**src/rtl/ecc_scrub_pkg.sv**
```systemverilog
// rtl/ecc_scrub_pkg.sv - shared state type and helpers for the ECC scrub controller
package ecc_scrub_pkg;

    typedef enum logic [2:0] {
        IDLE,
        WAIT,
        RD_REQ,
        RD_RSP,
        WR_REQ,
        ADV
    } scrub_state_e;

    function automatic int idx_width(input int n);
        return (n < 2) ? 1 : $clog2(n);
    endfunction

    // Saturates at 2**width-1; callers keep width <= 32.
    function automatic logic [31:0] sat_add(input logic [31:0] a, input logic [31:0] b,
                                            input int width);
        logic [32:0] sum;
        logic [32:0] lim;
        lim = (33'd1 << width) - 33'd1;
        sum = {1'b0, a} + {1'b0, b};
        return (sum > lim) ? lim[31:0] : sum[31:0];
    endfunction

endpackage

```
**src/rtl/ecc_scrub_sat_cnt.sv**
```systemverilog
// rtl/ecc_scrub_sat_cnt.sv - saturating accumulator that adds the popcount of a bit vector
module ecc_scrub_sat_cnt
    import ecc_scrub_pkg::*;
#(
    parameter int WIDTH = 16,
    parameter int N     = 4
) (
    input  logic             clk_i,
    input  logic             rst_ni,
    input  logic             en_i,
    input  logic [N-1:0]     vec_i,
    output logic [WIDTH-1:0] cnt_o
);

    // Popcount kept 32 bits wide so a narrow counter never wraps on a wide vector.
    logic [31:0] ones;

    always_comb begin
        ones = '0;
        for (int i = 0; i < N; i++) begin
            ones = ones + 32'(vec_i[i]);
        end
    end

    always_ff @(posedge clk_i or negedge rst_ni) begin
        if (!rst_ni) begin
            cnt_o <= '0;
        end else if (en_i) begin
            cnt_o <= WIDTH'(sat_add(32'(cnt_o), ones, WIDTH));
        end
    end

endmodule

```
**src/rtl/ecc_scrub_ctrl.sv**
```systemverilog
// rtl/ecc_scrub_ctrl.sv - background ECC scrubber for the cache data SRAM; ECC_SCRUB_CNT_EN adds error counters
module ecc_scrub_ctrl
    import ecc_scrub_pkg::*;
#(
    parameter int NUM_SETS       = 256,
    parameter int ASSOC          = 4,
    parameter int DATA_WIDTH     = 64,
    parameter int SCRUB_INTERVAL = 1024,
    parameter int CNT_WIDTH      = 16,
    localparam int IW            = idx_width(NUM_SETS)
) (
    input  logic                        clk_i,
    input  logic                        rst_ni,
    input  logic                        enable_i,
    output logic                        sram_req_o,
    input  logic                        sram_gnt_i,
    output logic                        sram_we_o,
    output logic [IW-1:0]               sram_idx_o,
    output logic [ASSOC-1:0]            sram_be_o,
    output logic [ASSOC*DATA_WIDTH-1:0] sram_wdata_o,
    input  logic [ASSOC*DATA_WIDTH-1:0] dec_data_i,
    input  logic [ASSOC-1:0]            dec_single_err_i,
    input  logic [ASSOC-1:0]            dec_double_err_i,
    input  logic                        cache_wr_valid_i,
    input  logic [IW-1:0]               cache_wr_idx_i,
    output logic                        busy_o,
    output logic                        pass_done_o,
    output logic                        uncorr_irq_o,
    output logic [IW-1:0]               uncorr_idx_o,
    output logic [CNT_WIDTH-1:0]        corr_cnt_o,
    output logic [CNT_WIDTH-1:0]        uncorr_cnt_o
);

    localparam int TW                  = idx_width(SCRUB_INTERVAL);
    localparam logic [TW-1:0] TMR_LOAD = TW'(SCRUB_INTERVAL - 1);
    localparam logic [IW-1:0] LAST_IDX = IW'(NUM_SETS - 1);

    scrub_state_e                state_q, state_d;
    logic [TW-1:0]               timer_q;
    logic [IW-1:0]               idx_q;
    logic                        conflict_q;
    logic                        stop_q;
    logic [ASSOC-1:0]            mask_q;
    logic [ASSOC*DATA_WIDTH-1:0] wdata_q;
    logic                        pass_done_q;
    logic                        irq_q;
    logic [IW-1:0]               uncorr_idx_q;
    logic [ASSOC-1:0]            wb_mask;
    logic                        wr_hit;

    assign wb_mask = dec_single_err_i & ~dec_double_err_i;
    assign wr_hit  = cache_wr_valid_i && (cache_wr_idx_i == idx_q);

    always_comb begin
        state_d    = state_q;
        sram_req_o = 1'b0;
        sram_we_o  = 1'b0;
        sram_be_o  = '0;
        case (state_q)
            IDLE: begin
                if (enable_i) state_d = WAIT;
            end
            WAIT: begin
                if (!enable_i)            state_d = IDLE;
                else if (timer_q == '0)   state_d = RD_REQ;
            end
            RD_REQ: begin
                sram_req_o = 1'b1;
                if (sram_gnt_i) state_d = RD_RSP;
            end
            RD_RSP: begin
                state_d = (wb_mask != '0) ? WR_REQ : ADV;
            end
            WR_REQ: begin
                // A cache write to this line makes the latched data stale: abort and re-read.
                if (conflict_q) begin
                    state_d = RD_REQ;
                end else begin
                    sram_req_o = 1'b1;
                    sram_we_o  = 1'b1;
                    sram_be_o  = mask_q;
                    if (sram_gnt_i) state_d = ADV;
                end
            end
            ADV: begin
                state_d = (enable_i && !stop_q) ? WAIT : IDLE;
            end
            default: state_d = IDLE;
        endcase
    end

    always_ff @(posedge clk_i or negedge rst_ni) begin
        if (!rst_ni) begin
            state_q      <= IDLE;
            timer_q      <= '0;
            idx_q        <= '0;
            conflict_q   <= 1'b0;
            stop_q       <= 1'b0;
            mask_q       <= '0;
            wdata_q      <= '0;
            pass_done_q  <= 1'b0;
            irq_q        <= 1'b0;
            uncorr_idx_q <= '0;
        end else begin
            state_q     <= state_d;
            pass_done_q <= 1'b0;
            irq_q       <= 1'b0;
            case (state_q)
                IDLE: begin
                    if (enable_i) timer_q <= TMR_LOAD;
                end
                WAIT: begin
                    if (enable_i && timer_q != '0) timer_q <= timer_q - TW'(1);
                end
                RD_REQ: begin
                    if (sram_gnt_i) conflict_q <= wr_hit;
                end
                RD_RSP: begin
                    conflict_q <= conflict_q | wr_hit;
                    if (dec_double_err_i != '0) begin
                        irq_q        <= 1'b1;
                        uncorr_idx_q <= idx_q;
                    end
                    if (wb_mask != '0) begin
                        mask_q  <= wb_mask;
                        wdata_q <= dec_data_i;
                    end
                end
                WR_REQ: begin
                    conflict_q <= conflict_q | wr_hit;
                end
                ADV: begin
                    if (idx_q == LAST_IDX) begin
                        idx_q       <= '0;
                        pass_done_q <= 1'b1;
                    end else begin
                        idx_q <= idx_q + IW'(1);
                    end
                    timer_q <= TMR_LOAD;
                    stop_q  <= 1'b0;
                end
                default: ;
            endcase
            // Disable mid-line is remembered so the line finishes before going idle.
            if ((state_q inside {RD_REQ, RD_RSP, WR_REQ}) && !enable_i) stop_q <= 1'b1;
        end
    end

    assign sram_idx_o   = idx_q;
    assign sram_wdata_o = wdata_q;
    assign busy_o       = (state_q != IDLE) && (state_q != WAIT);
    assign pass_done_o  = pass_done_q;
    assign uncorr_irq_o = irq_q;
    assign uncorr_idx_o = uncorr_idx_q;

`ifdef ECC_SCRUB_CNT_EN
    ecc_scrub_sat_cnt #(.WIDTH(CNT_WIDTH), .N(ASSOC)) u_corr_cnt (
        .clk_i  (clk_i),
        .rst_ni (rst_ni),
        .en_i   (state_q == RD_RSP),
        .vec_i  (wb_mask),
        .cnt_o  (corr_cnt_o)
    );

    ecc_scrub_sat_cnt #(.WIDTH(CNT_WIDTH), .N(ASSOC)) u_uncorr_cnt (
        .clk_i  (clk_i),
        .rst_ni (rst_ni),
        .en_i   (state_q == RD_RSP),
        .vec_i  (dec_double_err_i),
        .cnt_o  (uncorr_cnt_o)
    );
`else
    assign corr_cnt_o   = '0;
    assign uncorr_cnt_o = '0;
`endif

endmodule

```
**config.mk**
```make
export PLATFORM = sky130hd
export DESIGN_NAME = ecc_scrub_ctrl
export DESIGN_NICKNAME = d
export VERILOG_FILES = /design/src/rtl/ecc_scrub_pkg.sv /design/src/rtl/ecc_scrub_sat_cnt.sv /design/src/rtl/ecc_scrub_ctrl.sv
export SDC_FILE = /design/constraint.sdc
export NUM_CORES = 1
export LEC_CHECK = 0
export BUFFER_PORTS_ARGS = -buffer_cell sky130_fd_sc_hd__buf_4
export CORE_AREA = 2 2 231 233
export CTS_CLUSTER_SIZE = 28
export DETAILED_ROUTE_END_ITERATION = 8
export DIE_AREA = 0 0 233 235
export PLACE_DENSITY = 0.49
export REMOVE_ABC_BUFFERS = 1
export SLEW_MARGIN = 25
export SYNTH_ARGS = -nofsm -noshare
export SYNTH_HDL_FRONTEND = slang
export SYNTH_HIERARCHICAL = 1
export SYNTH_SLANG_ARGS = --single-unit
```
**constraint.sdc**
```tcl
create_clock -name clk_i -period 2.7 [get_ports clk_i]
set_input_delay 0.135 -clock clk_i [delete_from_list [all_inputs] [get_ports clk_i]]
set_output_delay 0.135 -clock clk_i [all_outputs]
set_load 0.005 [all_outputs]
```
Word level (Yosys, flattened, before mapping)
Index checks and enable logic that the tools add are counted.
- add/subtract/negate cells: 2
- bitwise logic cells: 3
- multiplexer cells: 26
- equality and inequality tests: 13
- reductions and logical operators: 23
- operators by type and width (cell ; number):
    one-hot mux 10 bit (3 select lines) ; 1
    two-way mux 10 bit ; 2
    two-way mux 3 bit ; 6
    one-hot mux 3 bit (6 select lines) ; 1
    two-way mux 1 bit ; 11
    zero test 10 bit ; 1
    nonzero test 10 bit ; 1
    subtractor 10 x 1 -> 10 bit (second input constant) ; 1
    nonzero test 3 bit ; 3
    adder 8 x 1 -> 8 bit (second input constant) ; 1
    equality test 8 bit ; 1
    equality test 8 bit (second input constant) ; 1
    two-way mux 4 bit ; 2
    two-way mux 8 bit ; 1
    nonzero test 4 bit ; 2
    equality test 3 x 2 -> 1 bit (second input constant) ; 2
    equality test 3 bit (second input constant) ; 2
    inequality test 2 bit (second input constant) ; 3
    inequality test 3 bit (second input constant) ; 2
    AND reduction 2 bit ; 3
    logical AND 1 bit ; 5
    bitwise AND 4 bit ; 1
    NOT 4 bit ; 1
    one-hot mux 1 bit (2 select lines) ; 2
    9 further kinds ; 11
- flip-flop bits (word level): 293
- bits of input ports: 277
- word-level logic and storage cells: 77
- output and inout bits: 313

Depth between registers and ports, before layout
Gate-level depths: netlist of the first run.
- depth in word-level cells: 5
- gate-level depth with buffers: 6
- mapped depth without buffers: 6

Least setup slack after synthesis of the first run
No wires, ideal clock.
- path kind: reg-to-reg
- from: reg timer_q[0]
- to: reg timer_q[1]
- path buffers: 0
- setup slack: 0.921 ns
- period minus slack after synthesis: 1.779 ns
- setup time: 0.128 ns
- data required time: 2.572 ns
- stages on the path, launching flop included: 7
- arrival: 1.651 ns
- path through: dfrtp_1 > inv_1 > ha_1 > nor3b_2 > nand4_1 > nand2_2 > mux2_1
- cells in the longest elaborated chain, start to end: 4
- elaborated cells between the ends (all ways): 7
- classes of those cells: add/sub: 1; eq/ne: 1; mux: 2; reduce/logical: 3
- RTL lines (element ; RTL line ; text):
    start: declaration ; ecc_scrub_ctrl.sv:39 ; logic [TW-1:0] timer_q;
    start signal: assignment ; ecc_scrub_ctrl.sv:113 ; if (enable_i && timer_q != '0) timer_q <= timer_q - TW'(1);
    parallel branches: the longest is 4 deep, another holds subtractor 10 x 1 -> 10 bit ; - ;
Parallel ways; which one is timed is not known. The select of a mux whose other input is x is not followed.
A chain may end at the register's enable or synchronous reset.

Worst setup path after layout of the first run
- from: reg idx_q[0], in the netlist sram_idx_o[0]
- to: reg conflict_q
- cells in the longest elaborated chain, start to end: 4
- elaborated cells between the ends (all ways): 5
- classes of those cells: eq/ne: 1; mux: 2; bitwise: 1; reduce/logical: 1
- RTL lines (element ; RTL line ; text):
    start: declaration ; ecc_scrub_ctrl.sv:40 ; logic [IW-1:0] idx_q;
    start signal: assignment ; ecc_scrub_ctrl.sv:137 ; idx_q <= idx_q + IW'(1);
    equality test 8 bit * ; ecc_scrub_ctrl.sv:52 ; assign wr_hit = cache_wr_valid_i && (cache_wr_idx_i == idx_q);
    logical AND 1 bit * ; ecc_scrub_ctrl.sv:52 ;
    OR 1 bit or two-way mux 1 bit (tied branches) ; ecc_scrub_ctrl.sv:119, ecc_scrub_ctrl.sv:130, ecc_scrub_ctrl.sv:116 ;
    one-hot mux 1 bit (2 select lines) * ; ecc_scrub_ctrl.sv:108 ; case (state_q)
    end signal: assignment ; ecc_scrub_ctrl.sv:116 ; if (sram_gnt_i) conflict_q <= wr_hit;
    end signal: assignment ; ecc_scrub_ctrl.sv:119 ; conflict_q <= conflict_q | wr_hit;
    end signal: assignment ; ecc_scrub_ctrl.sv:130 ; conflict_q <= conflict_q | wr_hit;
    end: declaration ; ecc_scrub_ctrl.sv:41 ; logic conflict_q;
Every way passes the cells marked *; elsewhere a longest branch is shown, timed or not. The select of a mux whose other input is x is not followed.

==> run metrics, run 1 <==
WL final 37900 um; Reg area 7330 sq um; LEAKAGE 9.93 nW; clock power share 36.6%; GR Overflow Total 0; io pins 590; CP max FO 6; Row Count 84; Final WS setup 294 ps; crit-path most repeated cell dlygate4sd3_1; initial antenna violation count 0; drt first-iter violations 267; worst slack at placement 466 ps; Post-Syn Area 12100 sq um; worst-margin pin slew 617 ps; CP startpoint kind flip-flop; dominant synthesized flop cell dfrtp_1; Sum Neg Setup Slack 0 ps; placer congestion estimate 0.787; Die Y 235 um; ANT cells 0; cell chain of the critical path xor2_1, nor4_1, nand3_1, dlygate4sd3_1, o21ai_0, dlygate4sd3_1; synth warn 6; Max Fclk 0.416 GHz; first-pass GRT wire length 58400 um; CP endpoint kind flip-flop; most crowded layer after global routing met2; full die area 54800 sq um; vias in the first global route 10.2k; TritonCTS buffer count 36; final hold vios 0; Pwr Density 640 nW/um^2; flop-to-flop setup slack 290 ps; #FFs+latches synth 293; Antenna Violating Nets Remaining 0; internal power 10.0 mW; Max Slew Vio Count 0; share of layout cells above drive strength 1 49.8%; Crit path largest cell delay 560 ps; critical path's top delay family buffers and inverters; CORE AREA 52200 sq um; synth unique cells 48; maximum root-to-sink buffer count 3; Worst Clk Skew 6.07 ps; Final setup viols 0; Synth area leaders dfrtp_1, mux2_4, mux2_1, mux2_2, buf_6; Via Count 9318; DP Wirelength 27000 um; # fillers 4913; nets 1888; crit path buf inv count 2; syn avg cell area 15.9 sq um; Slew HR 58.8%; Sw Pwr 3.34 mW; wire per inst 16.3 um; Stages on worst setup path 6; Remaining DRCs 0; pin count of the biggest net entering global routing 72; Mapped Cells 764; Starting Density 23.2%; I/O Buffers 557; Post-synth ARST share 100%; register area share after synthesis 60.4%; Synth area leader dfrtp_1; clock latency at the later pin of the worst-skew pair 520 ps; commonest non-fill, non-tap cells in the layout buf_4, dfrtp_1, dlygate4sd3_1; post-route clock period utilization 89.1%; met1 Use GR 15.1%; Max Cap Viol 0; Sinks on Clock Net 293; status completed; Clock transition at path regs 50 ps; Synth top area share 60.4%; Tmin final 2410 ps; Slowest-stage cell, CP dlygate4sd3_1; EDFF count, synth 0; drt pass-1 iters 4; Peak VDD IR 379 uV; Flop pwr share 41.7%; met2 Use GR 25.0%; Worst EP arrival 2860 ps; via/cell ratio 4.01; Root Buffer clkbuf_16; Crit path required time 3160 ps; Die W 233 um; commonest non-fill, non-tap cell in the layout buf_4; TritonCTS clock tree done; CTS resizes 0; Reg2Reg Depth 6; Total Power 13.4 mW; area delta synth->final 72.0%; Gate power share 21.7%; met3 Usage GRT 3.19%; switching portion of total power 25.0%; RSZ-0062 raised after global routing false; multi-input logic area 4360 sq um; H-tree depth 2; total track usage 13.5%; kind of critical path flip-flop to flip-flop; Hold Path Class input pin to flip-flop; Hold Crit Depth 3
path summary, 6_finish.rpt:
check / startpoint / to
max in group asynchronous: rst_ni / sram_idx_o[5]
max: sram_idx_o[0] / conflict_q
max reg2reg: sram_idx_o[0] / conflict_q
min in group asynchronous: rst_ni / sram_wdata_o[141]
min reg2reg: sram_wdata_o[63] / sram_wdata_o[63]
min: dec_double_err_i[2] / mask_q[2]
per-layer routing:
layer / up-vias / part of all wire (%)
met5: - / 0
met4: 0 / 2.6
met3: 66 / 6.5
met2: 314 / 53
met1: 4611 / 38
li1: 4327 / -
repair_timing:
action | CTS | global route
hold endpoints to repair | 316 | 0
hold buffers | 262 | 0
buffers inserted | 0 | 0
sequential cells by signal, summed over array words and instances, names as in the netlist:
signal	count
sram_wdata_o	256
timer_q	10
sram_idx_o	8
uncorr_idx_o	8
mask_q	4
state_q	3
conflict_q	1
pass_done_o	1
stop_q	1
uncorr_irq_o	1
logic make-up (layout without fill, tap and decap cells):
kind of cell / count (synthesis) / count (layout) / share of synthesized area (%)
flops: 293 / 293 / 60.4
buf+inv: 70 / 909 / 4.60
simple gates: 80 / 80 / 3.64
compound gates: 32 / 32 / 1.75
mux: 272 / 272 / 28.3
other cells: 1 / 32 / 0.0309
xor+xnor: 14 / 14 / 1.01
fa+ha+maj: 2 / 2 / 0.206
worst min-delay path, cell delays in order:
cell and delay, ps:
buf_4 90, nor2b_1 70, mux2_2 260
cells in the mapped netlist, types with 2 or more instances:
library cell	instances
xnor2_1	9
o31ai_1	8
buf_6	22
mux2i_1	2
mux2_4	100
inv_1	4
ha_1	2
nor2_1	20
nand4_1	3
nor2b_1	6
mux2_1	101
xor2_1	5
nand2_1	14
clkbuf_1	4
nand3_1	7
buf_2	8
a21oi_1	9
buf_4	32
or3_1	3
a31oi_1	2
dfrtp_1	293
o41ai_1	2
and3_1	2
mux2_2	69
nor3_1	5
nor4_1	2
and2_1	4
nand2b_1	3
o21ai_0	4
stage by stage:
step	util, %	std cells	area [sq um]	hold slack (ps)
global placement	32.6	1997	17000	151
CTS	39.9	2322	20900	42.6
floorplan	-	729	11700	-161
global route	39.9	2322	20900	60.0
finish	39.9	2322	20900	88.3
detailed placement	32.6	1997	17000	157
layout make-up:
type | instances | share of cell area [%]
clock inverters | 14 | 0.726
flip-flops and latches | 293 | 35.1
multi-input cells | 432 | 20.9
clock buffers | 49 | 5.04
inverters | 4 | 0.0720
repair buffers | 842 | 34.0
well taps | 688 | 4.13
power groups by stage:
| stage | logic (mW) | clock network [mW] | registers, mW |
|---|---|---|---|
| after floorplan | 0.840 | 0 | 5.63 |
| after global placement | 2.59 | 0 | 5.63 |
| after detailed placement | 2.61 | 0 | 5.64 |
| after CTS | 2.94 | 5.09 | 5.58 |
| after global routing | 3.13 | 5.28 | 5.67 |
| final | 2.89 | 4.89 | 5.57 |
Note: power is estimated with default switching activity, not from simulation.
==> run 2: changes to the inputs <==
- CELL_PAD_IN_SITES_DETAIL_PLACEMENT: default -> 0
- CELL_PAD_IN_SITES_GLOBAL_PLACEMENT: default -> 1
- CORE_AREA: 2 2 231 233 -> 2 2 227 229
- DIE_AREA: 0 0 233 235 -> 0 0 229 231
- PLACE_DENSITY: 0.49 -> 0.6
==> run 2 against run 1 <==
  * Total power down 0.43%
  * Largest cell class unchanged
  * Wire length is essentially flat
  * First-iteration DRC count rose by 2.6%
  * Via count down 0.36%
  * Non-clock buffer count is the same
==> run metrics, run 2 (synthesized netlist as in run 1, its figures left out) <==
internal power 10.0 mW (-0.13%); full die area 52900 sq um (-3.4%); Final setup viols 0 (unchanged); Reg2Reg Depth 6 (unchanged); Crit path required time 3150 ps (about the same); Remaining DRCs 0 (unchanged); Max Cap Viol 0 (unchanged); drt pass-1 iters 4 (unchanged); Via Count 9284 (-0.36%); DP Wirelength 27000 um (about the same); io pins 590 (unchanged); total track usage 13.9% (+0.40 points); commonest non-fill, non-tap cells in the layout buf_4, dfrtp_1, dlygate4sd3_1; crit-path most repeated cell dlygate4sd3_1; worst r2r src sram_idx_o[0]; Sw Pwr 3.30 mW (-1.3%); Sum Neg Setup Slack 0 ps (unchanged); post-route clock period utilization 89.5% (+0.35 points); critical path's top delay family buffers and inverters; post-layout util 41.1% (+1.2 points); setup bufs post-CTS 0 (unchanged); Root Buffer clkbuf_16; Worst Clk Skew 17.7 ps (+11.6 ps); initial antenna violation count 1 (+1); GR Overflow Total 0 (unchanged); WHS Endpoint mask_q[1]; Die W 229 um (-1.7%); switching portion of total power 24.8% (-0.23 points); area delta synth->final 71.8%; nets 1888 (unchanged); Pwr Density 638 nW/um^2 (-0.29%); Row Count 83 (-1.2%); hold_sp dec_double_err_i[1]; Tmin final 2420 ps (+9.32 ps); CP max FO 6 (unchanged); worst-margin pin slew 595 ps (-21.5 ps); Die Y 231 um (-1.7%); Antenna Violating Nets Remaining 0 (unchanged); wire per inst 16.4 um (+0.33%); CP startpoint kind flip-flop; Worst EP arrival 2870 ps (about the same); Stages on worst setup path 6 (unchanged); Sinks on Clock Net 293 (unchanged); Gate power share 21.8% (about the same); pin count of the biggest net entering global routing 72 (unchanged); Slowest-stage cell, CP dlygate4sd3_1; commonest non-fill, non-tap cell in the layout buf_4; kind of critical path flip-flop to flip-flop; flop-to-flop setup slack 280 ps (about the same); TritonCTS buffer count 36 (unchanged); first-pass GRT wire length 58200 um (-0.42%); vias in the first global route 10.1k (-0.34%); Hold Path Class input pin to flip-flop; maximum root-to-sink buffer count 3 (unchanged); CTS resizes 0 (unchanged); Final Hold Slack 72.0 ps (-16.3 ps); via/cell ratio 4.01 (about the same); I/O Buffers 557 (unchanged); Slew HR 60.3% (+1.4 points); Clock transition at path regs 60 ps (about the same); RSZ-0062 raised after global routing false; crit path buf inv count 2 (unchanged); Hold Crit Depth 3 (unchanged); RR Endpoint conflict_q; Max Slew Vio Count 0 (unchanged); Starting Density 23.9% (+0.71 points); TritonCTS clock tree done; cell chain of the critical path xor2_1, nor4_1, nand3_1, dlygate4sd3_1, o21ai_0, dlygate4sd3_1; Max Fclk 0.414 GHz (-0.39%); LEAKAGE 9.91 nW (-0.25%); status completed; H-tree depth 2 (unchanged); placer congestion estimate 0.791 (+0.56%); WL final 37900 um (about the same); Flop pwr share 41.8% (about the same); share of layout cells above drive strength 1 49.4% (-0.37 points); drt first-iter violations 274 (+2.6%); max reg flops 256 (unchanged); Peak VDD IR 452 uV (+19%); CP endpoint kind flip-flop; clock latency at the later pin of the worst-skew pair 520 ps (about the same); final hold vios 0 (unchanged); CORE AREA 50700 sq um (-3.0%); cts hold-fix bufs 261 (-0.38%); clock power share 36.4% (-0.2 points); Crit path largest cell delay 570 ps (about the same)
run 2: how the worst max path moves through the flow:
| stage | startpoint | endpoint | slack (ps) |
|---|---|---|---|
| finish | sram_idx_o[0] | conflict_q | 280 |
| global route | state_q[2] | sram_be_o[1] | 120 |
| CTS | state_q[2] | sram_be_o[0] | 270 |
| detailed placement | state_q[2] | sram_wdata_o[0] | 440 |
| global placement | state_q[2] | sram_wdata_o[0] | 480 |
| floorplan | state_q[2] | mask_q[0] | -3620 |
run 2: metal layers:
metal / global-route usage [%] / vias to the layer above / share of wire, %
li1: - / 4317 / -
met1: 16.1 / 4594 / 39
met2: 25.2 / 312 / 53
met3: 3.15 / 61 / 5.6
met4: 4.73 / 0 / 2.6
met5: 0 / - / 0
run 2: layout make-up:
type	count	area, sq um
Multi-Input combinational cell	432	4360
Clock buffer	55	1060
Antenna cell	1	2.50
Fill cell	4759	29800
Timing Repair Buffer	842	7090
Inverter	4	15.0
Tap cell	680	851
Sequential cell	293	7330
Clock inverter	8	120
run 2: stage by stage:
step | std cells | cell area [sq um] | setup WS (ps) | total power [mW]
floorplan | 729 | 11700 | -3620 | 6.47
global placement | 1990 | 17000 | 480 | 8.21
detailed placement | 1990 | 17000 | 445 | 8.24
CTS | 2314 | 20800 | 271 | 13.5
global route | 2315 | 20800 | 122 | 14.0
finish | 2315 | 20800 | 284 | 13.3
run 2: power by group through the flow:
stage                     registers (mW)  logic, mW  clock network (mW)
after global placement              5.62       2.59                   0
final                               5.56       2.91                4.84
after CTS                           5.56       2.94                5.03
after floorplan                     5.63      0.840                   0
after global routing                5.66       3.14                5.18
after detailed placement            5.62       2.61                   0
run 2: worst register-to-register path, stage by stage, from the launching register on:
cell and delay, ps:
dfrtp_1 480, xor2_1 200, nor4_1 280, nand3_1 100
dlygate4sd3_1 560, o21ai_0 150, dlygate4sd3_1 570
